--- src/rtl/spi_arb_pkg.sv ---
// Shared state encoding and default sizing for the SPI requester arbiter.
// The optional watchdog in spi_arbiter is enabled with SPI_ARB_TIMEOUT_EN.
package spi_arb_pkg;

  localparam int DEFAULT_NUM_REQ        = 2;
  localparam int DEFAULT_DATA_WIDTH     = 6;
  localparam int DEFAULT_TIMEOUT_CYCLES = 1024;

  typedef enum logic [1:0] {
    ST_IDLE  = 2'd0,
    ST_START = 2'd1,
    ST_WAIT  = 2'd2,
    ST_DONE  = 2'd3
  } arb_state_t;

endpackage

--- src/rtl/spi_rr_picker.sv ---
// Combinational round-robin picker: first requester after `last`, wrapping.
// Returns a one-hot winner, its index and whether anything was requesting.
module spi_rr_picker #(
  parameter int NUM_REQ = 2,
  parameter int IDX_W   = $clog2(NUM_REQ)
) (
  input  logic [NUM_REQ-1:0] req,
  input  logic [IDX_W-1:0]   last,
  output logic [NUM_REQ-1:0] onehot,
  output logic [IDX_W-1:0]   idx,
  output logic               valid
);

  int               j;
  logic [IDX_W-1:0] jj;

  always_comb begin
    onehot = '0;
    idx    = '0;
    valid  = 1'b0;
    j      = 0;
    jj     = '0;
    for (int k = 1; k <= NUM_REQ; k++) begin
      j  = (int'(last) + k) % NUM_REQ;
      jj = IDX_W'(j);
      if (!valid && req[jj]) begin
        valid      = 1'b1;
        idx        = jj;
        onehot[jj] = 1'b1;
      end
    end
  end

endmodule

--- src/rtl/spi_arbiter.sv ---
// Round-robin arbiter sharing one spi_master between NUM_REQ requesters.
// Define SPI_ARB_TIMEOUT_EN to add a WAIT watchdog that completes with ack_err.
module spi_arbiter
  import spi_arb_pkg::*;
#(
  parameter int NUM_REQ        = DEFAULT_NUM_REQ,
  parameter int DATA_WIDTH     = DEFAULT_DATA_WIDTH,
  parameter int TIMEOUT_CYCLES = DEFAULT_TIMEOUT_CYCLES
) (
  input  logic                          clk,
  input  logic                          reset,
  input  logic [NUM_REQ-1:0]            req,
  input  logic [NUM_REQ*DATA_WIDTH-1:0] req_data,
  output logic [NUM_REQ-1:0]            grant,
  output logic [NUM_REQ-1:0]            ack,
  output logic                          ack_err,
  output logic                          busy,
  output logic                          start_tx,
  output logic [DATA_WIDTH-1:0]         tx_data,
  input  logic                          tx_done
);

  localparam int IDX_W = $clog2(NUM_REQ);

  if (NUM_REQ < 2 || TIMEOUT_CYCLES < 1) begin : g_bad_params
    $error("spi_arbiter: NUM_REQ must be >= 2 and TIMEOUT_CYCLES >= 1");
  end

  // Handshake: a requester raises req with its word on req_data and holds both
  // until its ack pulse; the word is captured on the grant edge, and a req
  // still high after ack counts as a fresh request behind any other pending one.

  arb_state_t state, state_n;

  logic [IDX_W-1:0]      last, last_n;
  logic [IDX_W-1:0]      win_idx, win_idx_n;
  logic [NUM_REQ-1:0]    grant_n, ack_n;
  logic                  ack_err_n, busy_n, start_tx_n;
  logic [DATA_WIDTH-1:0] tx_data_n, pick_word;
  logic [NUM_REQ-1:0]    pick_onehot;
  logic [IDX_W-1:0]      pick_idx;
  logic                  pick_valid;
  logic                  tx_done_q, rise, timeout_hit;

  spi_rr_picker #(
    .NUM_REQ (NUM_REQ),
    .IDX_W   (IDX_W)
  ) u_picker (
    .req    (req),
    .last   (last),
    .onehot (pick_onehot),
    .idx    (pick_idx),
    .valid  (pick_valid)
  );

  always_comb begin
    pick_word = '0;
    for (int i = 0; i < NUM_REQ; i++) begin
      pick_word = pick_word
                | (req_data[i*DATA_WIDTH +: DATA_WIDTH] & {DATA_WIDTH{pick_onehot[i]}});
    end
  end

  assign rise = tx_done & ~tx_done_q;

`ifdef SPI_ARB_TIMEOUT_EN
  localparam int CNT_W = $clog2(TIMEOUT_CYCLES + 1);

  logic [CNT_W-1:0] wait_cnt;

  // wait_cnt holds the number of WAIT cycles already completed
  always_ff @(posedge clk) begin
    if (!reset) begin
      wait_cnt <= '0;
    end else if (state == ST_START) begin
      wait_cnt <= '0;
    end else if (state == ST_WAIT) begin
      wait_cnt <= wait_cnt + CNT_W'(1);
    end
  end

  assign timeout_hit = (state == ST_WAIT) && (wait_cnt == CNT_W'(TIMEOUT_CYCLES - 1));
`else
  assign timeout_hit = 1'b0;
`endif

  always_comb begin
    state_n    = state;
    last_n     = last;
    win_idx_n  = win_idx;
    grant_n    = grant;
    ack_n      = '0;
    ack_err_n  = 1'b0;
    busy_n     = busy;
    start_tx_n = 1'b0;
    tx_data_n  = tx_data;
    case (state)
      ST_IDLE: begin
        if (pick_valid) begin
          state_n    = ST_START;
          win_idx_n  = pick_idx;
          grant_n    = pick_onehot;
          tx_data_n  = pick_word;
          busy_n     = 1'b1;
          start_tx_n = 1'b1;
        end
      end
      ST_START: state_n = ST_WAIT;
      ST_WAIT: begin
        if (rise || timeout_hit) begin
          state_n   = ST_DONE;
          ack_n     = grant;
          ack_err_n = ~rise;
        end
      end
      ST_DONE: begin
        state_n = ST_IDLE;
        last_n  = win_idx;
        grant_n = '0;
        busy_n  = 1'b0;
      end
      default: state_n = ST_IDLE;
    endcase
  end

  always_ff @(posedge clk) begin
    if (!reset) begin
      state     <= ST_IDLE;
      last      <= IDX_W'(NUM_REQ - 1);
      win_idx   <= '0;
      grant     <= '0;
      ack       <= '0;
      ack_err   <= 1'b0;
      busy      <= 1'b0;
      start_tx  <= 1'b0;
      tx_data   <= '0;
      tx_done_q <= 1'b0;
    end else begin
      state     <= state_n;
      last      <= last_n;
      win_idx   <= win_idx_n;
      grant     <= grant_n;
      ack       <= ack_n;
      ack_err   <= ack_err_n;
      busy      <= busy_n;
      start_tx  <= start_tx_n;
      tx_data   <= tx_data_n;
      tx_done_q <= tx_done;
    end
  end

endmodule

--- config.mk ---
export PLATFORM = sky130hd
export DESIGN_NAME = spi_arbiter
export DESIGN_NICKNAME = d
export VERILOG_FILES = /design/src/rtl/spi_arb_pkg.sv /design/src/rtl/spi_rr_picker.sv /design/src/rtl/spi_arbiter.sv
export SDC_FILE = /design/constraint.sdc
export NUM_CORES = 1
export LEC_CHECK = 0
export BUFFER_PORTS_ARGS = -buffer_cell sky130_fd_sc_hd__buf_4
export CAP_MARGIN = 40
export CORE_ASPECT_RATIO = 1.25
export CORE_MARGIN = 5
export CORE_UTILIZATION = 39
export DETAILED_ROUTE_END_ITERATION = 10
export PLACE_DENSITY = 0.66
export SLEW_MARGIN = 25
export SYNTH_ARGS = -nofsm -noshare
export SYNTH_HDL_FRONTEND = slang
export SYNTH_HIERARCHICAL = 1
export SYNTH_SLANG_ARGS = --single-unit
--- constraint.sdc ---
create_clock -name clk -period 2.95 [get_ports clk]
set_input_delay 0.1475 -clock clk [delete_from_list [all_inputs] [get_ports clk]]
set_output_delay 0.1475 -clock clk [all_outputs]
set_load 0.05 [all_outputs]
==> Word-level counts from Yosys, hierarchy flattened <==
Cells that the tools add are included.
{ "totals": {"register_bits": 18, "out_inout_bits": 13} }
{ "classes": {"add_sub_neg": 2, "muxes": 22, "bitwise": 7, "n_lt_le_gt_ge": 4, "eq_ne": 5, "n_reduce_logical": 11} }
{ "op_table": {"columns": ["cell", "n"], "rows": [
  ["bitwise AND 6 bit", 2],
  ["2-to-1 mux 1 bit", 12],
  ["2-to-1 mux 2 bit", 5],
  ["one-hot mux 2 bit (4 select lines)", 1],
  ["AND reduction 2 bit", 4],
  ["bitwise OR 6 bit", 1],
  ["equality test 2 bit, second input constant", 2],
  ["< comparator 1 x 2 -> 1 bit, second input constant", 2],
  ["!= test 2 bit, second input constant", 2],
  ["one-hot mux 2 bit (2 select lines)", 1],
  ["logical AND 1 bit", 3],
  ["AND reduction 3 bit", 1],
  ["adder 1 bit, second input constant", 2],
  ["demux 1 bit (select 1 bit)", 2],
  ["equality test 2 x 1 -> 1 bit, second input constant", 1],
  ["greater-or-equal comparator 1 bit, second input constant", 2],
  ["zero test 2 bit", 1],
  ["inverter 1 bit", 2],
  ["bitwise OR 2 bit", 1],
  ["one-hot mux 1 bit (2 select lines)", 1],
  ["nonzero test 2 bit", 1],
  ["bitwise AND 1 bit", 1],
  ["zero test 1 bit", 1]
]} }

==> Depth between registers and ports, before layout <==
Gate-level depths: netlist of the first run.
{ "logic_depth": {"ltp_word": 10, "depth_mapped": 7} }

==> Cells and area by module <==
Netlist of the first run, hierarchy kept.
{ "by_module_without_submodules": {"columns": ["module", "cells_each", "area_each_um2", "n_inst", "seq_area_each_um2"], "rows": [
  ["spi_arbiter", 73, 763.2, 1, 360.3],
  ["spi_rr_picker", 5, 32.5, 1, 0.0]
]} }

==> Worst setup path before layout of the first run <==
OpenSTA, ideal clock, no wires.
{ "synth_path": {"kind": "register to register", "from": "reg state[1]", "to": "reg grant[1]", "t_arrival_ns": 1.217, "setup_ns": 0.117, "stages_incl_launch_ff": 7, "required_ns": 2.833, "period_less_slack_ns": 1.334, "path_buffers": 1, "slack_ns": 1.616, "cell_sequence": "dfxtp_1 inv_1 ha_1 and2_4 buf_6 a22o_1 a32o_1"} }
{ "synth_between": {"elab_chain_len": 3, "word_cells_on_any_way": 6, "classes_between": "eq/ne (2); mux (1); reduce/logical (3)"} }
{ "synth_rtl": {"columns": ["element", "line_no", "text"], "rows": [
  ["from (decl)", "spi_arbiter.sv:33", "arb_state_t state, state_n;"],
  ["from (signal assigned)", "spi_arbiter.sv:139", "state <= state_n;"],
  ["equality test 2 bit or zero test 2 bit (tied branches)", "spi_arbiter.sv:97", "case (state)"],
  ["nonzero test 2 bit (no line) or != test 2 bit (tied branches)", null, null],
  ["AND reduction 2 bit (no line)", null, null],
  ["to (signal assigned)", "spi_arbiter.sv:142", "grant <= grant_n;"],
  ["to (decl)", "spi_arbiter.sv:14", "output logic [NUM_REQ-1:0] grant,"]
]} }
Parallel ways exist; a longest one is shown, timed or not.
A chain may end at the register's enable or synchronous reset.

==> Worst setup path in the final report of the first run <==
Same ends and word-level chain as after synthesis.

==> impl_metrics.py, run 1 <==
metrics = {
    "clocking": {
        "root_buffer": "clkbuf_4",
        "cts_buffers": 3,
        "htree_num_levels": 1,
        "cts_tree": "built",
        "cts_resized": 0,
        "numClockSinks": 18,
        "clk_pin_slew_ns": 0.10,
        "ctsLongestPathBuffers": 2,
        "clock_latency_ns": 0.29,
        "post_cts_buffers": 0,
        "hold_buffers": 0,
    },
    "finish": {
        "nets": 131,
        "final_area_mm2": 0.00106,
        "layout-drive-gt1-share": 0.321,
        "syn_to_final_growth_pct": 32.7,
        "n_antenna_cell": 0,
    },
    "detailed_routing": {
        "firstDrtPassIters": 3,
        "via_per_inst": 5.15,
        "drc": 0,
        "finalWirelength_um": 1640,
        "post_drt_wl_per_cell_um": 12.7,
        "vias": 664,
        "postRouteAntennaNets": 0,
        "first_iter_violations": 2,
    },
    "synthesis": {
        "synth_area_um2": 796,
        "synth_fp_nets": 99,
        "yosys_register_bits": 18,
        "ys.flop_type": "dfxtp_1",
        "async_reset_ff_frac": 0,
        "synth_area_per_cell_um2": 10.2,
        "yosysSeqAreaShare": 0.453,
        "yosysTopAreaCell": "dfxtp_1",
        "synth_area_leaders": "dfxtp_1 (45%), o211a_1 (7.5%), ha_1 (6.3%)",
        "synth_common_cells": "dfxtp_1 (18), nand2_1 (10), a22oi_1 (6), o211a_1 (6)",
        "yosysMostFrequentCell": "dfxtp_1",
        "syn_inst": 78,
        "synth_cell_types": 27,
        "ys_warn_count": 6,
        "synth-edff-count": 0,
        "synth.top_cell.area_share": 0.453,
    },
    "worst_hold_path": {
        "hold_path_class": "in2reg",
    },
    "floorplan": {
        "die_w_um": 50.4,
        "rows": 18,
        "dieArea_mm2": 0.00305,
        "die_h_um": 60.5,
        "start_util": 0.406,
        "io_pins": 30,
        "coreArea_mm2": 0.00196,
    },
    "global_routing": {
        "grt_usage": 0.114,
        "antenna_found_initial": 0,
        "grt_pass1_vias": 655,
        "grt-ovfl-total": 0,
        "grt_max_degree": 18,
        "grt_pass1_wl_um": 2660,
    },
    "placed_design": {
        "post_dp_cell_area_mm2": 0.00101,
        "place_congestion": 0.699,
        "io_buffers": 29,
        "hpwl_um": 1270,
    },
    "timing": {
        "finClkSkew_ns": 0.00514,
        "max_freq_ghz": 0.717,
        "finalCriticalPeriod_ns": 1.39,
        "slew_violations": 0,
        "worst_pin_slew_ns": 0.510,
        "rsz0062_at_grt": "false",
        "setup_viol": 0,
        "fin_crit_sh": 0.472,
        "slew-limit-headroom": 0.659,
        "hold_violations": 0,
        "tns_ns": 0,
    },
    "setup_path": {
        "cp.arrival_ns": 1.58,
        "crit_path_start_kind": "flip-flop",
        "critPathKind": "reg2reg",
        "slowest_delay_ns": 0.39,
        "endpoint_kind": "flip-flop",
        "reg2reg_slack_ns": 1.56,
        "worstPathCellList": "inv_1 -> ha_1 -> and2_4 -> a22o_1 -> a32o_1",
        "slowest_stage": "dfxtp_1",
        "critical_path_required_ns": 3.14,
        "cp_max_fo": 16,
    },
    "power_and_ir_drop": {
        "powerDensity_mw_per_mm2": 904,
        "vdd_drop_max_mv": 0.479,
        "leakage_nw": 0.564,
    },
    "flow_run": {
        "maxCapViolations": 0,
    },
    "outcome": {
        "status": "finished, final reports clean",
    },
}
-- metrics by stage --
stage                     power [mW]   util  std cells  hold WS [ns]  setup slack (ns)
final                          0.954  0.539        129        0.0844              1.56
after global routing            1.02  0.539        129        0.0918              1.48
after CTS                      0.968  0.536        128        0.0739              1.50
after detailed placement       0.814  0.518        124         0.386              1.54
after global placement         0.804  0.518        124         0.378              1.54
after floorplan                0.704      -         78         0.284              1.62
-- cells by family after synthesis --
logic type	after synthesis	synth area share
AOI/OAI and AO/OA	24	0.252
and+or+nand+nor	21	0.142
DFF	18	0.453
buffers and inverters	7	0.0487
adders and majority gates	4	0.0629
muxes	3	0.0377
other	1	0.00471
-- cell type report --
| cell class | count | area, um^2 |
|---|---|---|
| flip-flops and latches | 18 | 360 |
| inverters | 4 | 15.0 |
| clock buffers | 4 | 36.3 |
| well taps | 20 | 25.0 |
| fillers | 177 | 903 |
| multi-input cells | 53 | 397 |
| repair buffers | 30 | 223 |
-- path summary, 6_finish.rpt --
path	to	depth (start not counted)	from
worst max-delay path	grant[1]$_SDFFE_PN0P_	5	state[1]$_SDFFE_PN0P_
worst max register to register	grant[1]$_SDFFE_PN0P_	5	state[1]$_SDFFE_PN0P_
worst min-delay path	tx_done_q$_SDFF_PN0_	2	tx_done
worst min register to register	last$_SDFFE_PN1P_	2	win_idx$_SDFFE_PN0P_
-- state kept, by name, summed over array words and instances (netlist names) --
| signal | cells |
|---|---|
| ack_err | 1 |
| state | 2 |
| tx_done_q | 1 |
| start_tx | 1 |
| grant | 2 |
| ack | 2 |
| tx_data | 6 |
| last | 1 |
| busy | 1 |
| win_idx | 1 |
-- per-layer routing --
| layer | up-vias | wire, um | GRT usage |
|---|---|---|---|
| met5 | - | 0 | 0 |
| met4 | 0 | 10 | 0.0657 |
| met3 | 2 | 128 | 0.0467 |
| met2 | 16 | 828 | 0.199 |
| met1 | 310 | 676 | 0.115 |
| li1 | 336 | - | - |
-- cell usage in the layout, fill, tap and decap left out, types with 2 or more instances in the layout --
| master | n |
|---|---|
| a22o_1 | 2 |
| a21boi_0 | 3 |
| nor2b_1 | 2 |
| and2_1 | 3 |
| a22oi_1 | 6 |
| buf_4 | 29 |
| nand2_1 | 10 |
| o211a_1 | 6 |
| dfxtp_1 | 18 |
| ha_1 | 4 |
| clkbuf_4 | 3 |
| inv_1 | 4 |
| a32o_1 | 2 |
| mux2i_1 | 3 |
-- worst max-delay path: cells and delay by family (launching register included) --
family,cells,cell delay (ns)
compound gates,2,0.41
fa+ha+maj,1,0.21
buf+inv,1,0.08
flops,1,0.39
simple gates,1,0.20
-- where the power goes --
group          internal, mW  switching (mW)  leakage [nW]
registers             0.307          0.0375         0.149
clock network        0.0751          0.0747        0.0210
logic                 0.165           0.295         0.395
total                 0.547           0.407         0.564
No activity file was read; power rests on OpenSTA's default activity.
==> inputs of run 2 (changes only) <==
==> constraint.sdc (replaced) <==
create_clock -name clk -period 1.4 [get_ports clk]
set_input_delay 0.07 -clock clk [delete_from_list [all_inputs] [get_ports clk]]
set_output_delay 0.07 -clock clk [all_outputs]
set_load 0.05 [all_outputs]
==> impl_metrics.py, run 2 (synthesized netlist as in run 1, its figures left out) <==
metrics = {
    "outcome": {
        "status": "finished, final reports clean",
    },
    "clocking": {
        "root_buffer": "clkbuf_4",
        "htree_num_levels": 1,
        "post_cts_buffers": 0,
        "numClockSinks": 18,
        "cts_tree": "built",
        "clock_latency_ns": 0.28,
        "hold_buffers": 0,
        "clk_pin_slew_ns": 0.09,
        "cts_buffers": 3,
        "ctsLongestPathBuffers": 2,
    },
    "setup_path": {
        "critical_path_required_ns": 1.58,
        "cp.arrival_ns": 1.49,
        "cp_max_fo": 9,
        "critPathKind": "reg2reg",
        "endpoint_kind": "flip-flop",
        "crit_path_start_kind": "flip-flop",
    },
    "detailed_routing": {
        "finalWirelength_um": 1560,
        "firstDrtPassIters": 2,
        "first_iter_violations": 16,
        "post_drt_wl_per_cell_um": 12.1,
        "drc": 0,
        "postRouteAntennaNets": 0,
        "via_per_inst": 5.05,
        "vias": 647,
    },
    "timing": {
        "finClkSkew_ns": 0.000431,
        "rsz0062_at_grt": "false",
        "hold_violations": 0,
        "worst_pin_slew_ns": 0.523,
        "tns_ns": 0,
        "max_freq_ghz": 0.760,
        "fin_crit_sh": 0.940,
        "slew_violations": 0,
        "slew-limit-headroom": 0.651,
        "finalCriticalPeriod_ns": 1.32,
        "setup_viol": 0,
    },
    "finish": {
        "finalNonFillerCells": 128,
        "mostFrequentLayoutCells": "buf_4 (30), dfxtp_1 (17), nand2_1 (10)",
        "n_fill_cell": 201,
        "layout-drive-gt1-share": 0.343,
        "n_antenna_cell": 0,
        "nets": 131,
        "syn_to_final_growth_pct": 32.2,
        "top_register": "tx_data",
        "largest_reg_flops": 6,
        "final_common_cell": "buf_4",
    },
    "placed_design": {
        "placed_cells": 125,
        "hpwl_um": 1220,
        "io_buffers": 29,
        "place_congestion": 0.655,
    },
    "global_routing": {
        "grt_pass1_wl_um": 2580,
        "grt_max_degree": 18,
        "grt_pass1_vias": 638,
        "antenna_found_initial": 0,
        "grt_usage": 0.109,
        "grt-ovfl-total": 0,
    },
    "floorplan": {
        "die_w_um": 50.4,
        "coreArea_mm2": 0.00196,
        "dieArea_mm2": 0.00305,
        "rows": 18,
        "io_pins": 30,
        "start_util": 0.406,
        "die_h_um": 60.5,
    },
    "worst_hold_path": {
        "hold_path_class": "in2reg",
    },
    "power_and_ir_drop": {
        "powerDensity_mw_per_mm2": 1860,
        "total_power_mw": 1.95,
        "leakage_nw": 0.558,
        "vdd_drop_max_mv": 0.929,
    },
    "flow_run": {
        "maxCapViolations": 0,
    },
}
-- run 2: final timing paths --
check	startpoint	endpoint	slack (ns)	cells after the start
max reg2reg	state[0]$_SDFFE_PN0P_	grant[1]$_SDFFE_PN0P_	0.08	5
min	tx_done	tx_done_q$_SDFF_PN0_	0.02	2
max	state[0]$_SDFFE_PN0P_	grant[1]$_SDFFE_PN0P_	0.08	5
min reg2reg	win_idx$_SDFFE_PN0P_	last$_SDFFE_PN1P_	0.49	2
-- run 2: critical path, cell delays in order, from the launching register on --
cell and delay (ns):
dfxtp_1 0.35, inv_1 0.08, ha_2 0.21, and2_4 0.19, a22o_1 0.18, a32o_1 0.20
-- run 2: area by class of cell --
type	count	area, um^2	area share
inverter	4	15.0	0.0143
tap	20	25.0	0.0238
clock buffer	3	22.5	0.0214
sequential	18	362	0.344
timing repair buffer	30	225	0.214
multi-input combinational	53	403	0.383
-- run 2: per-stage QoR --
step | instance area (um^2) | setup WS (ns) | hold slack [ns] | util
after global placement | 1020 | -0.0133 | 0.298 | 0.522
after global routing | 1050 | 0.0168 | 0.0336 | 0.537
after detailed placement | 1020 | 0.000836 | 0.312 | 0.522
after CTS | 1040 | 0.0341 | 0.00961 | 0.533
final | 1050 | 0.0836 | 0.0242 | 0.537
after floorplan | 796 | 0.0656 | 0.207 | -
-- run 2: metal layers --
metal / vias up / global-route usage / routed length [um]
li1: 338 / - / -
met2: 16 / 0.178 / 797
met4: 0 / 0.0766 / 15
met1: 291 / 0.130 / 666
met3: 2 / 0.0197 / 76
met5: - / 0 / 0
-- run 2: what timing repair did --
action	4_1_cts	5_1_grt
endpoints found under the setup margin	6	9
pin swaps	0	1
gates resized for setup	1	3
-- run 2: power breakdown --
part | total (mW) | internal, mW | leakage (nW) | switching [mW]
Sequential | 0.728 | 0.649 | 0.149 | 0.0791
Clock | 0.239 | 0.0996 | 0.0138 | 0.139
Combinational | 0.987 | 0.367 | 0.395 | 0.620
==> inputs of run 3 (changes only) <==
--- a/config.mk
+++ b/config.mk
@@ -5,7 +5,7 @@
 export SDC_FILE = /design/constraint.sdc
 export NUM_CORES = 1
 export LEC_CHECK = 0
-export BUFFER_PORTS_ARGS = -buffer_cell sky130_fd_sc_hd__buf_4
+export BUFFER_PORTS_ARGS = -buffer_cell sky130_fd_sc_hd__buf_2
 export CAP_MARGIN = 40
 export CORE_ASPECT_RATIO = 1.25
 export CORE_MARGIN = 5
==> impl_metrics.py, run 3 (synthesized netlist as in run 1, its figures left out) <==
metrics = {
    "timing": {
        "setup_viol": 0,
        "hold_violations": 0,
        "max_freq_ghz": 0.770,
        "worst_pin_slew_ns": 0.534,
        "slew_violations": 0,
        "finalCriticalPeriod_ns": 1.30,
        "rsz0062_at_grt": "false",
        "fin_crit_sh": 0.927,
        "setup_ws_ns": 0.102,
        "finClkSkew_ns": 0.000758,
        "slew-limit-headroom": 0.643,
    },
    "clocking": {
        "root_buffer": "clkbuf_4",
        "clk_pin_slew_ns": 0.10,
        "numClockSinks": 18,
        "htree_num_levels": 1,
        "cts_tree": "built",
        "post_cts_buffers": 0,
        "clock_latency_ns": 0.29,
        "ctsLongestPathBuffers": 2,
        "cts_buffers": 3,
    },
    "setup_path": {
        "critPathKind": "reg2reg",
        "cp_max_fo": 9,
        "endpoint_kind": "flip-flop",
        "cp.arrival_ns": 1.49,
        "critical_path_required_ns": 1.59,
        "reg2reg_depth": 6,
        "crit_path_start_kind": "flip-flop",
    },
    "floorplan": {
        "die_w_um": 50.4,
        "coreArea_mm2": 0.00196,
        "die_h_um": 60.5,
        "start_util": 0.406,
        "dieArea_mm2": 0.00305,
        "rows": 18,
        "io_pins": 30,
    },
    "detailed_routing": {
        "firstDrtPassIters": 4,
        "vias": 670,
        "post_drt_wl_per_cell_um": 12.1,
        "postRouteAntennaNets": 0,
        "via_per_inst": 5.19,
        "first_iter_violations": 6,
        "drc": 0,
        "finalWirelength_um": 1560,
    },
    "finish": {
        "final_util": 0.508,
        "final_common_cell": "buf_2",
        "nets": 131,
        "layout-drive-gt1-share": 0.358,
        "syn_to_final_growth_pct": 25.0,
        "largest_reg_flops": 6,
        "n_antenna_cell": 0,
        "final_area_um2": 995,
        "top_register": "tx_data",
        "mostFrequentLayoutCells": "buf_2 (29), dfxtp_1 (17), nand2_1 (10)",
    },
    "placed_design": {
        "post_dp_cell_area_um2": 950,
        "hpwl_um": 1220,
        "io_buffers": 29,
        "place_congestion": 0.690,
        "pre_cts_slack_ns": -0.0208,
    },
    "global_routing": {
        "grt_pass1_vias": 645,
        "grt_pass1_wl_um": 2640,
        "grt_usage": 0.113,
        "antenna_found_initial": 0,
        "grt-ovfl-total": 0,
        "grt_max_degree": 18,
    },
    "flow_run": {
        "maxCapViolations": 0,
    },
    "power_and_ir_drop": {
        "vdd_drop_max_mv": 1.09,
        "total_power_mw": 1.96,
        "leakage_nw": 0.548,
        "powerDensity_mw_per_mm2": 1970,
    },
    "outcome": {
        "status": "finished, final reports clean",
    },
    "worst_hold_path": {
        "worstHoldPathCells": 2,
        "hold_path_class": "in2reg",
    },
}
run 3: routing by layer:
metal	global-route usage	vias up	routed length, um
met5	0	-	0
met4	0.0766	0	38
met3	0.0344	5	108
met2	0.178	21	741
met1	0.132	306	667
li1	-	338	-
run 3: path summary, 6_finish.rpt:
check             slack [ns]                      end             startpoint
hold reg to reg         0.49        busy$_SDFFE_PN0P_      busy$_SDFFE_PN0P_
hold / removal         0.009     tx_done_q$_SDFF_PN0_                tx_done
setup reg to reg        0.10  tx_data[3]$_SDFFE_PN0P_  state[0]$_SDFFE_PN0P_
setup / recovery        0.10  tx_data[3]$_SDFFE_PN0P_  state[0]$_SDFFE_PN0P_
run 3: worst max-delay path: stages (launching register included):
cell and delay [ns]:
dfxtp_1 0.33, inv_1 0.12, ha_2 0.21, and2_4 0.20, buf_4 0.16, nand2_1 0.06, o211a_1 0.13
run 3: cell type report:
cell class / count / area [um^2]
well taps: 20 / 25.0
clock buffers: 4 / 36.3
multi-input cells: 53 / 404
inverters: 4 / 15.0
fillers: 201 / 965
flip-flops and latches: 18 / 362
repair buffers: 30 / 153
run 3: repair_timing:
item,in CTS,in global routing
hold buffers,0,0
setup endpoints to repair,6,8
gates resized for setup,1,4
hold endpoints to repair,0,0
run 3: stage by stage:
step / setup TNS [ns] / hold WS [ns] / instances
floorplan: 0 / 0.207 / 78
global placement: 0 / 0.303 / 125
detailed placement: -0.0288 / 0.316 / 125
CTS: 0 / 0.00299 / 129
global route: 0 / 0.0245 / 129
finish: 0 / 0.00948 / 129
run 3: power breakdown:
part | total (mW) | switching [mW] | internal (mW)
logic | 0.921 | 0.622 | 0.299
clock network | 0.319 | 0.160 | 0.158
registers | 0.724 | 0.0748 | 0.649
